<file path="src/rtl/bbc_csr_master.sv">
// CSR bus initiator: turns single host commands into csr_request transactions,
// collects the csr_response and reports completion, error or timeout.
module bbc_csr_master #(
  parameter int unsigned TIMEOUT_CYCLES = 255
) (
  input  logic        clk,
  input  logic        clk__enable,
  input  logic        reset_n,

  input  logic        cmd_valid,
  output logic        cmd_ready,
  input  logic        cmd_read_not_write,
  input  logic [15:0] cmd_select,
  input  logic [15:0] cmd_address,
  input  logic [31:0] cmd_data,

  output logic        rsp_valid,
  input  logic        rsp_ready,
  output logic        rsp_error,
  output logic        rsp_timeout,
  output logic [31:0] rsp_data,

  output logic        csr_request__valid,
  output logic        csr_request__read_not_write,
  output logic [15:0] csr_request__select,
  output logic [15:0] csr_request__address,
  output logic [31:0] csr_request__data,

  input  logic        csr_response__acknowledge,
  input  logic        csr_response__read_data_valid,
  input  logic        csr_response__read_data_error,
  input  logic [31:0] csr_response__read_data,

  output logic [7:0]  timeout_count
);

  typedef enum logic [1:0] {
    IDLE      = 2'd0,
    REQ       = 2'd1,
    READ_WAIT = 2'd2,
    RESP      = 2'd3
  } state_e;

  localparam logic [7:0] TimeoutLimit = 8'(TIMEOUT_CYCLES);

  state_e      state_q;
  logic [7:0]  timer_q;
  logic [7:0]  timer_d;
  logic [7:0]  timeout_count_q;
  logic [7:0]  timeout_count_d;
  logic        timeout_hit;

  logic        req_valid_q;
  logic        req_rnw_q;
  logic [15:0] req_select_q;
  logic [15:0] req_address_q;
  logic [31:0] req_data_q;

  logic        rsp_valid_q;
  logic        rsp_error_q;
  logic        rsp_timeout_q;
  logic [31:0] rsp_data_q;

  // Timer saturates so a disabled timeout never wraps into a false match.
  always_comb begin
    timer_d         = (timer_q == 8'hFF) ? timer_q : timer_q + 8'd1;
    timeout_count_d = (timeout_count_q == 8'hFF) ? timeout_count_q
                                                 : timeout_count_q + 8'd1;
    timeout_hit     = (TIMEOUT_CYCLES != 0) && (timer_q == TimeoutLimit);
  end

  always_ff @(posedge clk or negedge reset_n) begin
    if (!reset_n) begin
      state_q         <= IDLE;
      timer_q         <= 8'd0;
      timeout_count_q <= 8'd0;
      req_valid_q     <= 1'b0;
      req_rnw_q       <= 1'b0;
      req_select_q    <= 16'd0;
      req_address_q   <= 16'd0;
      req_data_q      <= 32'd0;
      rsp_valid_q     <= 1'b0;
      rsp_error_q     <= 1'b0;
      rsp_timeout_q   <= 1'b0;
      rsp_data_q      <= 32'd0;
    end else if (clk__enable) begin
      case (state_q)
        IDLE: begin
          if (cmd_valid) begin
            req_valid_q   <= 1'b1;
            req_rnw_q     <= cmd_read_not_write;
            req_select_q  <= cmd_select;
            req_address_q <= cmd_address;
            req_data_q    <= cmd_data;
            timer_q       <= 8'd0;
            state_q       <= REQ;
          end
        end

        REQ: begin
          if (csr_response__acknowledge) begin
            req_valid_q <= 1'b0;
            if (!req_rnw_q) begin
              rsp_valid_q   <= 1'b1;
              rsp_error_q   <= 1'b0;
              rsp_timeout_q <= 1'b0;
              rsp_data_q    <= 32'd0;
              state_q       <= RESP;
            end else if (csr_response__read_data_valid) begin
              rsp_valid_q   <= 1'b1;
              rsp_error_q   <= csr_response__read_data_error;
              rsp_timeout_q <= 1'b0;
              rsp_data_q    <= csr_response__read_data;
              state_q       <= RESP;
            end else begin
              timer_q <= 8'd0;
              state_q <= READ_WAIT;
            end
          end else if (timeout_hit) begin
            req_valid_q     <= 1'b0;
            rsp_valid_q     <= 1'b1;
            rsp_error_q     <= 1'b0;
            rsp_timeout_q   <= 1'b1;
            rsp_data_q      <= 32'd0;
            timeout_count_q <= timeout_count_d;
            state_q         <= RESP;
          end else begin
            timer_q <= timer_d;
          end
        end

        // Acknowledges arriving here are stray and deliberately ignored.
        READ_WAIT: begin
          if (csr_response__read_data_valid) begin
            rsp_valid_q   <= 1'b1;
            rsp_error_q   <= csr_response__read_data_error;
            rsp_timeout_q <= 1'b0;
            rsp_data_q    <= csr_response__read_data;
            state_q       <= RESP;
          end else if (timeout_hit) begin
            rsp_valid_q     <= 1'b1;
            rsp_error_q     <= 1'b0;
            rsp_timeout_q   <= 1'b1;
            rsp_data_q      <= 32'd0;
            timeout_count_q <= timeout_count_d;
            state_q         <= RESP;
          end else begin
            timer_q <= timer_d;
          end
        end

        RESP: begin
          if (rsp_ready) begin
            rsp_valid_q <= 1'b0;
            state_q     <= IDLE;
          end
        end

        default: state_q <= IDLE;
      endcase
    end
  end

  assign cmd_ready                   = (state_q == IDLE);
  assign rsp_valid                   = rsp_valid_q;
  assign rsp_error                   = rsp_error_q;
  assign rsp_timeout                 = rsp_timeout_q;
  assign rsp_data                    = rsp_data_q;
  assign csr_request__valid          = req_valid_q;
  assign csr_request__read_not_write = req_rnw_q;
  assign csr_request__select         = req_select_q;
  assign csr_request__address        = req_address_q;
  assign csr_request__data           = req_data_q;
  assign timeout_count               = timeout_count_q;

endmodule

</file>
<file path="config.mk">
export PLATFORM = sky130hd
export DESIGN_NAME = bbc_csr_master
export DESIGN_NICKNAME = d
export VERILOG_FILES = /design/src/rtl/bbc_csr_master.sv
export SDC_FILE = /design/constraint.sdc
export NUM_CORES = 1
export LEC_CHECK = 0
export ABC_AREA = 1
export CORE_ASPECT_RATIO = 1.5
export CORE_UTILIZATION = 35
export CTS_CLUSTER_SIZE = 28
export DETAILED_ROUTE_END_ITERATION = 16
export PLACE_DENSITY = 0.68
export REMOVE_ABC_BUFFERS = 1
export SLEW_MARGIN = 20
export SYNTH_ARGS = -nofsm -noshare
export SYNTH_HDL_FRONTEND = slang
export SYNTH_SLANG_ARGS = --single-unit
</file>
<file path="constraint.sdc">
create_clock -name clk -period 2.2 [get_ports clk]
set_clock_uncertainty 0.2 [all_clocks]
set_input_delay 0.55 -clock clk [delete_from_list [all_inputs] [get_ports clk]]
set_output_delay 0.55 -clock clk [all_outputs]
set_load 0.005 [all_outputs]
</file>
== After elaboration in Yosys (flattened, before gate mapping) ==
Cells that the tools add are included.

* $add $sub $neg: 2
* Eq/ne operators: 13
* Mux-type cells: 49
* Reduce and logical (&&, ||, !) cells: 12

{| class="wikitable"
|+ Operators with widths
! cell !! count
|-
| $mux W32 || 5
|-
| $mux W8 || 10
|-
| $pmux W32 S2 || 1
|-
| $pmux W8 S3 || 1
|-
| $mux W1 || 21
|-
| $add A8 B1 Y8 const B || 2
|-
| $eq A8 B8 Y1 const B || 2
|-
| $pmux W8 S2 || 1
|-
| $reduce_and A4 Y1 || 3
|-
| $mux W2 || 5
|-
| $ne A3 B3 Y1 const B || 3
|-
| $reduce_and A3 Y1 || 3
|-
| $ne A2 B2 Y1 const B || 4
|-
| $pmux W2 S4 || 1
|-
| $pmux W1 S2 || 3
|-
| $reduce_and A6 Y1 || 1
|-
| $reduce_bool A3 Y1 || 2
|-
| $eq A2 B2 Y1 const B || 2
|-
| $ne A4 B4 Y1 const B || 1
|-
| $reduce_bool A2 Y1 || 2
|-
| $pmux W1 S3 || 1
|-
| $eq A2 B1 Y1 const B || 1
|-
| $logic_not A2 Y1 || 1
|}

* Bits in registers: 119

== Depth between registers and ports, before layout ==
Gate-level depths: netlist of the first run.

* Word-level depth: 5
* Depth in mapped cells: 11
* Gate-level depth less buffers: 11

== Worst setup path after synthesis of the first run ==
No wires, ideal clock.

* Path type: register -> register
* From: reg state_q[0]
* To: reg req_address_q[0] (netlist: csr_request__address[0])
* Arrival: 1.511 ns
* Data required time: 1.883 ns
* Path slack: 0.372 ns
* Stages on the path, launching flop included: 10
* Path buffers: 2
* Clock period less this slack: 1.828 ns
* Path through: dfrtp_1 -> inv_1 -> ha_1 -> inv_2 -> nor2_1 -> inv_2 -> clkbuf_1 -> clkbuf_1 -> nand2_1 -> nand2_1

* Cells in the longest elaborated chain, start to end: 2

{| class="wikitable"
|+ RTL lines
! item !! line !! text
|-
| start: declaration || 46 || <nowiki>state_e state_q;</nowiki>
|-
| start signal: assignment || 74 || <nowiki>state_q <= IDLE;</nowiki>
|-
| start signal: assignment || 96 || <nowiki>state_q <= REQ;</nowiki>
|-
| start signal: assignment || 108 || <nowiki>state_q <= RESP;</nowiki>
|-
| $logic_not A2 Y1 || n/a ||
|-
| via cmd_ready || 11 || <nowiki>output logic cmd_ready,</nowiki>
|-
| $reduce_and A3 Y1 (no line) || n/a ||
|-
| end signal: assignment || 93 || <nowiki>req_address_q <= cmd_address;</nowiki>
|-
| end: declaration || 56 || <nowiki>logic [15:0] req_address_q;</nowiki>
|}

The timed path passes the listed nets, and every way through them passes these cells.
A chain may end at the register's enable or synchronous reset.

== Final worst setup path of the first run ==
* From: reg timeout_count_q[0] (netlist: timeout_count[0])
* To: out timeout_count[0]

{| class="wikitable"
|+ RTL lines
! item !! line !! text
|-
| start: declaration || 49 || <nowiki>logic [7:0] timeout_count_q;</nowiki>
|-
| start signal: assignment || 125 || <nowiki>timeout_count_q <= timeout_count_d;</nowiki>
|-
| start signal: assignment || 145 || <nowiki>timeout_count_q <= timeout_count_d;</nowiki>
|-
| end: declaration || 34 || <nowiki>output logic [7:0] timeout_count</nowiki>
|}

No word-level cell between the ends.

==> results of run 1 <==
power breakdown:
group / switching (mW) / internal, mW
Combinational: 1.64 / 2.19
Sequential: 0.465 / 3.03
Clock: 1.05 / 1.79
Total: 3.16 / 7.00
registers in the layout (all words and copies together), names as in the netlist, 2 cells and up:
name,cells
csr_request__address,16
csr_request__data,32
timer_q,8
csr_request__select,16
timeout_count,8
state_q,2
rsp_data,32
metrics by stage:
stage	power, mW	setup WS, ns	utilization, %	area (um^2)	setup TNS, ns
floorplan	4.86	-2.17	-	5070	-149.44
global placement	7.28	-0.0551	53.6	7780	-0.259
detailed placement	7.33	-0.0762	53.6	7780	-1.52
CTS	10.3	0.0202	58.0	8420	0
global route	10.9	0.00959	58.0	8430	0
finish	10.2	0.0856	58.0	8430	0
metal layers:
metal / up-vias / wire (um) / track usage, %
li1: 2431 / - / -
met1: 2187 / 5610 / 21.3
met2: 156 / 7420 / 34.0
met3: 26 / 801 / 5.08
met4: 0 / 372 / 8.77
met5: - / 0 / 0
kinds of logic (layout without fill, tap and decap cells):
logic type      Yosys count  after routing  share of synthesized area [%]
compound gates           14             14                           1.45
flops                   119            119                           57.3
xor+xnor                  5              5                          0.844
simple gates            423            423                           34.3
fa+ha+maj                 7              7                           1.69
buf+inv                  55            303                           4.36
worst reg2reg max path, cell delays in order (launching register included):
cell     delay (ns)
dfrtp_1        0.40
buf_4          0.16
ha_1           0.25
nand2_1        0.13
nand2_1        0.11
nand2_1        0.12
inv_2          0.06
nor2_4         0.19
nand2_1        0.12
nor2_1         0.11
nor2_1         0.05
layout make-up:
class	count	area [um^2]	share of cell area (%)
Sequential cell	119	2980	35.4
Inverter	29	109	1.29
Timing Repair Buffer	243	2480	29.5
Clock inverter	14	175	2.08
Multi-Input combinational cell	449	2010	23.8
Tap cell	196	245	2.91
Clock buffer	17	425	5.05
cell usage in the layout (no fill, tap or decap), drive strengths merged:
cell           instances
buf                   29
inv                   32
dfrtp                119
a21oi                  7
ha                     7
clkbuf                17
o21ai                  4
nor3                   4
nand4                  3
xor2                   2
nand2                299
or2                    2
clkinvlp               2
bufinv                 3
dlygate4sd2            1
clkinv                 6
xnor2                  3
clkdlybuf4s50        212
a31oi                  2
nand3                 86
a21boi                 1
nor2                  29
dlygate4sd3            1
path summary, 6_finish.rpt:
check,startpoint,endpoint,cells past startpoint
min in group asynchronous,reset_n,timeout_count[3],2
worst max register to register,state_q[0],timer_q[1],10
worst min register to register,csr_request__address[11],csr_request__address[11],2
max in group asynchronous,reset_n,csr_request__data[7],3
worst min-delay path,csr_request__address[11],csr_request__address[11],2
worst max-delay path,timeout_count[0],timeout_count[0],1
what timing repair did:
action                                  in CTS  in global routing
gates resized for setup                      5                  2
endpoints found under the setup margin       1                  2
pin swaps                                    0                  0
hold buffers                                 1                  0
buffers inserted                             3                  0
hold endpoints to repair                    28                  0
==> results.json, run 1 <==
{
  "ys_async_sr_fraction_pct": 100,
  "layout.nets": 971,
  "die_height_um": 151,
  "dieArea_um2": 15300,
  "ys_top_cells_by_count": "294 x nand2_1, 119 x dfrtp_1, 85 x nand3_1, 23 x nor2_1, 22 x inv_1",
  "finalWorstPathRequiredPeriod_ns": 2.11,
  "crit_path_max_incr_delay_ns": 0.53,
  "num-fill-cells": 1277,
  "finalNonFillerCells": 1067,
  "synthMostInstantiatedCell": "nand2_1",
  "crit_path_start_kind": "register",
  "critical_path.cell_chain": "clkdlybuf4s50_1",
  "rsz0062_at_grt": "false",
  "crit_family": "buffers and inverters",
  "drive_above_1_share_pct": 10.1,
  "worst_hold_slack_ns": 0.267,
  "area_growth_pct": 62.3,
  "syn-mean-instance-area_um2": 8.33,
  "n_antenna_cell": 0,
  "timing.reg2reg.setup_slack_ns": 0.19,
  "setup_viol_count_final": 0,
  "synth_cell_type_count": 25,
  "synthesis.area_um2": 5190,
  "timing.setup.critical_path_class": "register to output pin",
  "finalMaxSlewViolations": 0,
  "max-vdd-ir-drop_v": 0.000560,
  "cpMaxStageDelayCell": "clkdlybuf4s50_1",
  "number_of_sinks_driven_by_the_clock_tree": 119,
  "synth_top_area_share_pct": 57.3,
  "timing_hold_violations_final": 0,
  "coreArea_um2": 14500,
  "clockRootBuffer": "clkbuf_16",
  "place_inst": 1032,
  "yosys_register_bits": 119,
  "routedWlPerCell_um": 13.3,
  "wl_mm": 14.2,
  "critical_path.n_buffers_inverters": 1,
  "yosys_most_used_dff": "dfrtp_1",
  "grt_first_pass_wirelength_mm": 22.8,
  "grt.total_usage_pct": 19.2,
  "grt_max_degree": 40,
  "drt_first_pass_iters": 4,
  "timing.hold.worst.class": "register to register",
  "dp_hpwl_mm": 10.2,
  "critPathMaxFanout": 5,
  "last_weighted_congestion_value_of_the_routability_driven_placer": 0.767,
  "number_of_flops_mapped_to_enable_cells_by_yosys": 0,
  "port_buffer_cells": 214,
  "cts-buffers-inserted": 17,
  "initial_core_util_pct": 35.7,
  "routed-via-count": 4800,
  "first_iter_violations": 119,
  "die_x_um": 101,
  "synthesis.instances": 623,
  "cts-htree-levels": 4,
  "cts_clk_pin_slew_worst_paths_ns": 0.06,
  "io_pins": 215,
  "synth_top_area_cell": "dfrtp_1",
  "worst-endpoint-arrival_ns": 1.36,
  "detail-route-antenna-nets": 0,
  "crit_path_end_kind": "output pin",
  "warnings_synthesis": 0,
  "synth_area_leaders": "dfrtp_1 57%, nand2_1 21%, nand3_1 8.2%",
  "grt_antenna_before_repair": 0,
  "cts.path.max_buffers": 2,
  "final.period_utilization_pct": 96.1,
  "drcViolationCount": 0,
  "leakage_nw": 4.15,
  "clock_insertion_delay_worst_skew_ns": 0.41,
  "core.rowCount": 54,
  "globalRoute.totalOverflow": 0,
  "cts_tree": "built",
  "timing.critical_path.required_ns": 1.45,
  "max-slew-margin-rel_pct": 64.7,
  "first_global_vias": 4744,
  "result_of_the_run": "finished clean",
  "synth_sequential_area_ratio_pct": 57.3,
  "maxCapViolCount": 0,
  "route.detailed.vias_per_inst": 4.50,
  "tightest_slew_ns": 0.530,
  "timing.fmax_mhz": 473,
  "pd_cells_nw_per_um2": 1210
}
Power figures use the tool's default switching activity.
==> run 2, diff against run 1 <==
Settings changed: ABC_CLOCK_PERIOD_IN_PS set to 2200.
==> results of run 2 <==
Same layout as run 1: the final DEF is identical, and so are final timing and power.
==> run 3, diff against run 2 <==
Settings changed: SETUP_SLACK_MARGIN set to 0.5.
==> run 3 against run 2 <==
Compared with the run above:
- first-iteration DRC count decreased by 15%
- largest power group unchanged
- critical path depth increased by 2
- register-to-register slack improved by 0.13 ns
- core utilization increased by 5.7 points
- count of clock-buffer cells in the layout unchanged
- critical endpoint is now cmd_ready
- combinational power increased by 17%
==> results.json, run 3 (synthesized netlist as in run 1, its figures left out) <==
{
  "dieArea_um2": 15300,
  "io_pins": 215,
  "number_of_sinks_driven_by_the_clock_tree": 119,
  "tightest_slew_ns": 0.545,
  "maxCapViolCount": 0,
  "die_height_um": 151,
  "finalWorstPathRequiredPeriod_ns": 1.90,
  "dp_worst_setup_slack_ns": -0.0762,
  "clock_insertion_delay_worst_skew_ns": 0.42,
  "routedWlPerCell_um": 15.6,
  "finalMaxSlewViolations": 0,
  "critical_path.cell_chain": "inv_2 -> ha_4 -> buf_6",
  "cts_tree": "built",
  "crit_path_start_kind": "register",
  "max-slew-margin-rel_pct": 63.7,
  "cpMaxStageDelayCell": "dfrtp_1",
  "leading_cell_types_in_the_layout_fill_and_taps_excluded": "209 x nand2_1, 117 x dfrtp_1, 108 x buf_2",
  "timing.hold.worst.class": "register to register",
  "max-vdd-ir-drop_v": 0.000539,
  "grt_max_degree": 40,
  "detail-route-antenna-nets": 0,
  "route.detailed.vias_per_inst": 4.61,
  "area_growth_pct": 78.2,
  "drt_first_pass_iters": 5,
  "pd_cells_nw_per_um2": 1180,
  "drive_above_1_share_pct": 39.3,
  "critPathMaxFanout": 2,
  "dp_hpwl_mm": 10.2,
  "timing_hold_violations_final": 0,
  "postPlaceCellArea_um2": 7780,
  "grt_first_pass_wirelength_mm": 23.5,
  "first_iter_violations": 101,
  "routed-via-count": 5246,
  "n_antenna_cell": 0,
  "grt_antenna_before_repair": 0,
  "setup_viol_count_final": 0,
  "layout.nets": 1042,
  "core.rowCount": 54,
  "clockRootBuffer": "clkbuf_16",
  "crit_family": "flip-flops",
  "coreArea_um2": 14500,
  "crit_path_end_kind": "output pin",
  "cts_clk_pin_slew_worst_paths_ns": 0.06,
  "timing.setup.critical_path_class": "register to output pin",
  "first_global_vias": 4911,
  "result_of_the_run": "finished clean",
  "cts.path.max_buffers": 2,
  "initial_core_util_pct": 35.7,
  "final.period_utilization_pct": 86.4,
  "cts-buffers-inserted": 17,
  "cts-htree-levels": 4,
  "last_weighted_congestion_value_of_the_routability_driven_placer": 0.767,
  "layout.cells.most_common": "nand2_1",
  "grt.total_usage_pct": 19.8,
  "final_design_area_no_fill_um2": 9250,
  "setup_ws_ns": 0.299,
  "timing.fmax_mhz": 526,
  "setup_tns_ns": 0,
  "drcViolationCount": 0,
  "rsz0062_at_grt": "true",
  "crit_path_max_incr_delay_ns": 0.39,
  "leakage_nw": 4.88,
  "worst-endpoint-arrival_ns": 1.15,
  "timing.critical_path.required_ns": 1.45,
  "port_buffer_cells": 214,
  "critical_path.n_buffers_inverters": 2,
  "timing.reg2reg.setup_slack_ns": 0.32,
  "final_core_utilization_pct": 63.7,
  "die_x_um": 101,
  "wl_mm": 17.8,
  "globalRoute.totalOverflow": 0,
  "total_power_mw": 10.9
}
run 3: worst min-delay path: stages, from the launching register on:
cell and delay (ns):
dfrtp_1 0.33, nand2_1 0.05, nand2_1 0.05
run 3: where the power goes:
group	switching, mW	internal (mW)	leakage (nW)
Clock	1.07	1.79	0.291
Combinational	2.19	2.30	3.06
Sequential	0.497	3.03	1.53
Total	3.76	7.12	4.88
run 3: metrics by stage:
stage	hold slack, ns	cells
5_1_grt	0.292	1138
3_3_place_gp	0.253	1032
4_1_cts	0.267	1093
2_1_floorplan	0.0544	597
3_5_place_dp	0.258	1032
6_report	0.263	1138
run 3: metal layers:
| metal | routed length, um | GRT usage [%] | up-vias |
|---|---|---|---|
| met5 | 0 | 0 | - |
| met4 | 393 | 8.62 | 0 |
| met3 | 799 | 5.58 | 30 |
| met2 | 10100 | 35.3 | 167 |
| met1 | 6520 | 21.8 | 2468 |
| li1 | - | - | 2581 |
run 3: timing repair:
item / CTS / global route
buffers inserted: 28 / 26
endpoints found under the setup margin: 229 / 181
endpoints found under the hold margin: 28 / 0
pin swaps: 12 / 42
cloned: 1 / 19
hold buffers: 1 / 0
gates resized for setup: 489 / 128
run 3: final timing paths:
| check | start | end | cells after the start |
|---|---|---|---|
| min in group asynchronous | reset_n | timeout_count[1] | 2 |
| max reg2reg | state_q[0] | timer_q[3] | 13 |
| max in group asynchronous | reset_n | csr_request__address[1] | 3 |
| min | csr_request__address[11] | csr_request__address[11] | 2 |
| min reg2reg | csr_request__address[11] | csr_request__address[11] | 2 |
| max | state_q[0] | cmd_ready | 3 |
run 3: layout make-up:
| cell class | count | area, um^2 |
|---|---|---|
| Timing Repair Buffer | 313 | 2800 |
| Multi-Input combinational cell | 450 | 2490 |
| Sequential cell | 119 | 2980 |
| Fill cell | 1197 | 5280 |
| Clock inverter | 14 | 175 |
| Inverter | 29 | 135 |
| Tap cell | 196 | 245 |
| Clock buffer | 17 | 425 |
